--- src/rtl/key_debounce.sv ---
// Multi-key front end: synchronises and debounces active-low buttons and
// produces level, press/release pulses and long-press with auto-repeat per key.
module key_debounce #(
    parameter int KEY_NUM         = 4,
    parameter int DEBOUNCE_CYCLES = 1_000_000,
    parameter int HOLD_CYCLES     = 50_000_000,
    parameter int REPEAT_CYCLES   = 10_000_000
) (
    input  logic               sys_clk,
    input  logic               sys_res_n,
    input  logic [KEY_NUM-1:0] key_in,
    output logic [KEY_NUM-1:0] key_level,
    output logic [KEY_NUM-1:0] key_press,
    output logic [KEY_NUM-1:0] key_release,
    output logic [KEY_NUM-1:0] key_long,
    output logic [KEY_NUM-1:0] key_repeat
);

    localparam int DB_W   = $clog2(DEBOUNCE_CYCLES) + 1;
    localparam int HOLD_W = $clog2(HOLD_CYCLES) + 1;
    localparam int REP_W  = $clog2(REPEAT_CYCLES) + 1;

    localparam logic [DB_W-1:0]   DB_LAST   = DB_W'(DEBOUNCE_CYCLES - 1);
    localparam logic [HOLD_W-1:0] HOLD_LAST = HOLD_W'(HOLD_CYCLES - 1);
    localparam logic [REP_W-1:0]  REP_LAST  = REP_W'(REPEAT_CYCLES - 1);

    typedef enum logic [1:0] {
        LP_IDLE   = 2'd0,
        LP_HOLD   = 2'd1,
        LP_REPEAT = 2'd2
    } lp_state_t;

    for (genvar i = 0; i < KEY_NUM; i++) begin : g_key
        logic              sync_q1;
        logic              sync_q2;
        logic              level_q;
        logic              press_q;
        logic              release_q;
        logic              long_q;
        logic              repeat_q;
        logic [DB_W-1:0]   db_cnt;
        logic [HOLD_W-1:0] hold_cnt;
        logic [REP_W-1:0]  rep_cnt;
        lp_state_t         lp_state;
        logic              db_done;
        logic              press_now;
        logic              release_now;

        // The level flips on the cycle the disagreement count would reach DEBOUNCE_CYCLES.
        assign db_done     = (sync_q2 != level_q) && (db_cnt == DB_LAST);
        assign press_now   = db_done && !sync_q2;
        assign release_now = db_done && sync_q2;

        always_ff @(posedge sys_clk or negedge sys_res_n) begin
            if (!sys_res_n) begin
                sync_q1 <= 1'b1;
                sync_q2 <= 1'b1;
            end else begin
                sync_q1 <= key_in[i];
                sync_q2 <= sync_q1;
            end
        end

        always_ff @(posedge sys_clk or negedge sys_res_n) begin
            if (!sys_res_n) begin
                level_q   <= 1'b1;
                db_cnt    <= '0;
                press_q   <= 1'b0;
                release_q <= 1'b0;
            end else begin
                press_q   <= press_now;
                release_q <= release_now;
                if (sync_q2 == level_q) begin
                    db_cnt <= '0;
                end else if (db_done) begin
                    level_q <= sync_q2;
                    db_cnt  <= '0;
                end else begin
                    db_cnt <= db_cnt + 1'b1;
                end
            end
        end

        // Release wins over everything so no long/repeat can coincide with it.
        always_ff @(posedge sys_clk or negedge sys_res_n) begin
            if (!sys_res_n) begin
                lp_state <= LP_IDLE;
                hold_cnt <= '0;
                rep_cnt  <= '0;
                long_q   <= 1'b0;
                repeat_q <= 1'b0;
            end else begin
                long_q   <= 1'b0;
                repeat_q <= 1'b0;
                if (release_now) begin
                    lp_state <= LP_IDLE;
                    hold_cnt <= '0;
                    rep_cnt  <= '0;
                end else begin
                    case (lp_state)
                        LP_IDLE: begin
                            if (press_now) begin
                                lp_state <= LP_HOLD;
                                hold_cnt <= '0;
                            end
                        end
                        LP_HOLD: begin
                            if (hold_cnt == HOLD_LAST) begin
                                long_q   <= 1'b1;
                                lp_state <= LP_REPEAT;
                                hold_cnt <= '0;
                                rep_cnt  <= '0;
                            end else begin
                                hold_cnt <= hold_cnt + 1'b1;
                            end
                        end
                        LP_REPEAT: begin
                            if (rep_cnt == REP_LAST) begin
                                repeat_q <= 1'b1;
                                rep_cnt  <= '0;
                            end else begin
                                rep_cnt <= rep_cnt + 1'b1;
                            end
                        end
                        default: lp_state <= LP_IDLE;
                    endcase
                end
            end
        end

        assign key_level[i]   = level_q;
        assign key_press[i]   = press_q;
        assign key_release[i] = release_q;
        assign key_long[i]    = long_q;
        assign key_repeat[i]  = repeat_q;
    end

endmodule

--- config.mk ---
export PLATFORM = sky130hd
export DESIGN_NAME = key_debounce
export DESIGN_NICKNAME = d
export VERILOG_FILES = /design/src/rtl/key_debounce.sv
export SDC_FILE = /design/constraint.sdc
export NUM_CORES = 1
export LEC_CHECK = 0
export ABC_AREA = 1
export BUFFER_PORTS_ARGS = -buffer_cell sky130_fd_sc_hd__clkbuf_2
export CORE_AREA = 2 2 187 189
export CTS_CLUSTER_DIAMETER = 60
export DETAILED_ROUTE_END_ITERATION = 8
export DIE_AREA = 0 0 189 191
export PLACE_DENSITY = 0.83
export SYNTH_ARGS = -nofsm -noshare
export SYNTH_HDL_FRONTEND = slang
export SYNTH_SLANG_ARGS = --single-unit
--- constraint.sdc ---
create_clock -name sys_clk -period 3.4 [get_ports sys_clk]
set_input_delay 0 -clock sys_clk [delete_from_list [all_inputs] [get_ports sys_clk]]
set_output_delay 0 -clock sys_clk [all_outputs]
set_load 0.005 [all_outputs]
Word-level counts from Yosys, hierarchy flattened

Index checks and enable logic that the tools add are counted.

Bits in registers: 328
Input bits: 6
Output and inout port bits: 20
Logic and storage cells: 224

$add $sub $neg: 12
Equality and inequality tests: 40
Mux-type cells: 80
Bitwise operators: 4
Reduce and logical (&&, ||, !) cells: 44

Operator list:

| cell                                                   | count |
|---|---|
| two-way mux 27 bit                                     | 12 |
| two-way mux 25 bit                                     | 12 |
| one-hot mux 27 bit (2 select lines)                    | 4 |
| one-hot mux 25 bit (2 select lines)                    | 4 |
| two-way mux 21 bit                                     | 8 |
| adder 27 x 1 -> 27 bit (second input constant)         | 4 |
| equality test 27 x 26 -> 1 bit (second input constant) | 4 |
| adder 25 x 1 -> 25 bit (second input constant)         | 4 |
| equality test 25 x 24 -> 1 bit (second input constant) | 4 |
| adder 21 x 1 -> 21 bit (second input constant)         | 4 |
| equality test 21 x 20 -> 1 bit (second input constant) | 4 |
| two-way mux 1 bit                                      | 24 |
| two-way mux 2 bit                                      | 12 |
| inequality test 3 bit (second input constant)          | 8 |
| one-hot mux 2 bit (3 select lines)                     | 4 |
| AND reduction 2 bit                                    | 12 |
| nonzero test 3 bit                                     | 8 |
| logical AND 1 bit                                      | 12 |
| AND reduction 3 bit                                    | 4 |
| equality test 2 x 1 -> 1 bit (second input constant)   | 4 |
| equality test 2 bit (second input constant)            | 4 |
| zero test 2 bit                                        | 4 |
| inequality test 2 bit (second input constant)          | 4 |
| equality test 1 bit                                    | 4 |
| 3 further kinds                                        | 12 |

Depth between registers and ports, before layout

Word-level depth: 6
Mapped depth: 13
Gate-level depth less buffers: 12

Worst setup path before layout

OpenSTA, ideal clock, no wires.

Kind: reg-to-reg
Start point: register g_key[2].rep_cnt[0]
End point: register g_key[2].rep_cnt[20]
Library setup time: 0.118 ns
Arrival: 1.613 ns
Required time: 3.282 ns
Setup slack: 1.669 ns
Cell stages (with the launch flop): 10
Path buffers: 1
Clock period less this slack: 1.731 ns
Path through: dfrtp_1 ha_1 inv_1 nor2_1 nand3_1 nor2_1 buf_2 nor2_1 nand3_1 nand2_1

Word-level cells in the longest chain between the ends: 4
Elaborated cells on any way between the ends: 5
Classes of those cells: add/sub (1); eq/ne (1); mux (3)

RTL lines:

| what                                                                     | line     | source |
|---|---|---|
| start, declared                                                          | 43       | `logic [REP_W-1:0] rep_cnt;` |
| start signal, assigned                                                   | 122      | `rep_cnt <= rep_cnt + 1'b1;` |
| adder 25 x 1 -> 25 bit or equality test 25 x 24 -> 1 bit (tied branches) | 122, 118 |  |
| two-way mux 25 bit (*)                                                   | 118      | `if (rep_cnt == REP_LAST) begin` |
| one-hot mux 25 bit (2 select lines) (*)                                  | 100      | `case (lp_state)` |
| two-way mux 25 bit (*)                                                   | 95       | `if (release_now) begin` |

Mark *: on every way between the ends. The rest lies on a longest branch, timed or not.
A chain may end at the register's enable or synchronous reset.

Worst setup path in the final report

Start point: register g_key[2].rep_cnt[0]
End point: register g_key[2].rep_cnt[15]

Same word-level chain as after synthesis.

==> impl_metrics.json <==
{
  "status": "finished clean",
  "p_int_w": 0.006512,
  "seq_area_um2": 8223,
  "avgViaCountPerCell": 5.709,
  "p_sw_w": 0.001944,
  "drive_gt1_share_pct": 6.156,
  "numCtsBuffers": 40,
  "worstSetupPathType": "flip-flop to flip-flop",
  "portBuffers": 25,
  "clockBufferDepth": 3,
  "swShare_pct": 22.99,
  "drtAntennaViolNets": 0,
  "via_count": 21610,
  "clock_latency_ns": 0.57,
  "grt_overflow": 0,
  "multiInputGateArea_um2": 11860,
  "die_w_um": 189,
  "cp-startpoint": "g_key[2].rep_cnt[0]$_DFFE_PN0P_",
  "tightest_slew_ns": 0.9890,
  "wirelength_mm": 55.68,
  "sequentialPowerShare_pct": 46.6,
  "grt_pass1_wl_mm": 96.05,
  "nFillCells": 2913,
  "arrival_ns": 2.93,
  "grt_pass1_vias": 20470,
  "synth_compound_area_share_pct": 2.347,
  "power_density_nw_per_um2": 358.4,
  "htreeDepth": 2,
  "num_rows": 68,
  "synth_fp_nets": 3333,
  "synth_cells": 3315,
  "core_um2": 34120,
  "synth_flop_cell": "dfrtp_1",
  "vdd_drop_max_v": 0.0004249,
  "dr.first_iter.drc_count": 1746,
  "final_cell_area_um2": 23600,
  "drt_pass1_iterations": 5,
  "power_leakage_nw": 10.77,
  "placed_area_um2": 22210,
  "reg2reg_from": "g_key[2].rep_cnt[0]$_DFFE_PN0P_",
  "period_minus_slack_ns": 2.486,
  "required_ns": 3.84,
  "period_share_pct": 73.13,
  "synth_area_per_cell_um2": 6.627,
  "postCtsSetupBuffers": 0,
  "clockPowerShare_pct": 51.6,
  "synth_cell_types": 49,
  "crit_path_max_fanout": 12,
  "syn_to_final_growth_pct": 7.421,
  "grt_usage_pct": 31.30,
  "grt_max_degree": 123,
  "clkTransAtPathRegs_ns": 0.06,
  "grt_antenna_before_repair": 0,
  "ys_seq_elements": 328,
  "cts-resized-gates": 0,
  "n_antenna_cell": 0,
  "synth_area_leaders": "dfrtp_1 (36%), nand2_1 (17%), nor2_1 (10%)",
  "synth-xor-area-share_pct": 4.573,
  "root_buffer": "clkbuf_16",
  "synth_edf_count": 0,
  "ys_warn_count": 0,
  "reg2reg_depth": 8,
  "cts_tree": "done",
  "cts_sinks": 328,
  "drc": 0,
  "end_kind": "flip-flop",
  "wire_per_inst_um": 14.71,
  "skew_ns": 0.02382,
  "die-area_um2": 36100,
  "drv_cap": 0,
  "synthAdderAreaFrac_pct": 0.6834,
  "max_slew_margin_pct": 33.89,
  "hold_path_class": "primary input to flip-flop",
  "slew_violations": 0,
  "synth-seq-area-share_pct": 37.43,
  "place_congestion": 0.9662,
  "die_y_um": 191,
  "synthMuxAreaShare_pct": 0,
  "p_comb_share_pct": 1.8,
  "pin_count": 26,
  "synth_top_area_share_pct": 35.99,
  "r2r_end": "g_key[2].rep_cnt[15]$_DFFE_PN0P_",
  "start_kind": "flip-flop",
  "async_reset_ff_share_pct": 100.0,
  "setup.worst_path.end": "g_key[2].rep_cnt[15]$_DFFE_PN0P_",
  "nets": 3317,
  "synth_top_cell_by_area": "dfrtp_1",
  "rrSetupSlack_ns": 0.91,
  "yosys.area_share.simple_pct": 46.37,
  "fin_setup_tns_ns": 0,
  "synth_top_family_by_area": "simple AND/OR/NAND/NOR gates",
  "syn-cell-area_um2": 21970,
  "rsz0062_at_grt": "no",
  "start_util_pct": 64.39,
  "hold_viol": 0,
  "setup_viol": 0,
  "fmaxAchievable_mhz": 402.2,
  "hpwlAfterDp_mm": 38.26
}
## sequential cells by signal, summed over array words and instances (netlist names), 8 cells and up
register and flops:
g_key.rep_cnt 100, g_key.hold_cnt 108, g_key.db_cnt 84, g_key.lp_state 8
## per-stage QoR
step	hold slack [ns]	power, W	worst slack (ns)	utilization, %	instances
floorplan	-0.2956	0.004056	1.669	-	3315
global placement	0.08842	0.004160	1.094	65.10	3707
detailed placement	0.08883	0.004166	0.9913	65.10	3707
CTS	0.04411	0.008520	0.9738	69.17	3785
global route	0.06614	0.008710	0.6279	69.17	3785
finish	0.05853	0.008457	0.9135	69.17	3785
## cell type report
class                      instances  share of cell area, %
tap                              455                  2.412
multi-input combinational       2550                  50.27
timing repair buffer              51                  1.559
clock inverter                    24                  1.023
sequential                       328                  34.84
inverter                         328                  5.249
clock buffer                      49                  4.644
## critical path, cell delays in order (launching register included)
cell     delay, ns
dfrtp_1       0.48
ha_1          0.31
inv_1         0.08
nor2_1        0.35
nand3_1       0.12
nor2_1        0.73
nor2_1        0.13
nand3_1       0.11
nand2_1       0.05
## how the worst min path moves through the flow
stage	from	to	slack, ns	depth (start not counted)
2_1_floorplan	sys_res_n	g_key[0].db_cnt[0]$_DFF_PN0_	-0.30	0
3_3_place_gp	key_in[0]	g_key[0].sync_q1$_DFF_PN1_	0.09	1
3_5_place_dp	key_in[1]	g_key[1].sync_q1$_DFF_PN1_	0.09	1
4_1_cts	key_in[3]	g_key[3].sync_q1$_DFF_PN1_	0.04	2
5_1_grt	key_in[0]	g_key[0].sync_q1$_DFF_PN1_	0.07	2
6_report	key_in[3]	g_key[3].sync_q1$_DFF_PN1_	0.06	2
## cells by family (layout without fill, tap and decap cells)
family          count (synthesis)  count (layout)
simple gates                 2334            2334
buf+inv                       437             452
flops                         328             328
xor+xnor                      113             113
compound gates                 91              91
fa+ha+maj                      12              12
## Yosys cell counts (3+ instances only)
cell and instances:
a21oi_1 21, a211oi_1 3, nand2_2 7, ha_1 12, nand4_1 177, nand3_4 3, nand3b_1 17, dfstp_2 12
and2_1 3, nor3b_1 8, nor2_1 587, buf_2 30, clkbuf_1 33, dfrtp_1 316, xnor2_1 23, nor3_1 64
nor3_2 3, nand3_1 376, nand3_2 4, or2_2 14, xor2_1 88, nor2_2 20, buf_6 10, inv_4 3
o21ai_0 45, a31oi_1 5, nand2_1 1023, o21ai_1 5, nor2_4 4, inv_1 316, o21bai_1 5, nor4_1 14
inv_2 7, nand4_2 3, buf_4 34
## power by group through the flow
stage,Clock [W],Combinational (W),Sequential (W)
global placement,0,0.000148,0.00401
detailed placement,0,0.000152,0.00401
CTS,0.00442,0.000158,0.00394
floorplan,0,0.0000468,0.00401
global route,0.00459,0.000178,0.00394
finish,0.00436,0.000151,0.00394
## what timing repair did
action,CTS,global route
endpoints found under the setup margin,0,0
hold buffers,5,0
hold endpoints to repair,113,0
## routing by layer
metal	vias to the layer above	wire length [um]	global-route usage (%)
li1	10590	-	-
met1	10140	24740	42.87
met2	766	26020	51.23
met3	120	3624	4.645
met4	0	1292	10.22
met5	-	0	0
## cells in the final DEF (no fill, tap or decap), types with 4 or more instances in the layout
cell	n
nand2_1	1023
nor2_1	585
nand3_1	376
inv_1	316
dfrtp_1	316
nand4_1	177
xor2_1	88
nor3_1	64
o21ai_0	45
clkbuf_16	41
clkbuf_2	24
xnor2_1	23
nor2_2	22
a21oi_1	21
buf_4	19
nand3b_1	17
nor4_1	14
or2_2	14
ha_1	12
dfstp_2	12
clkinv_2	9
nor3b_1	8
inv_2	7
nand2_2	7
o21bai_1	5
a31oi_1	5
o21ai_1	5
dlygate4sd3_1	5
nor2_4	4
nand3_2	4
inv_6	4
clkbuf_8	4
clkbuf_1	4
No activity file was read; power rests on OpenSTA's default activity.
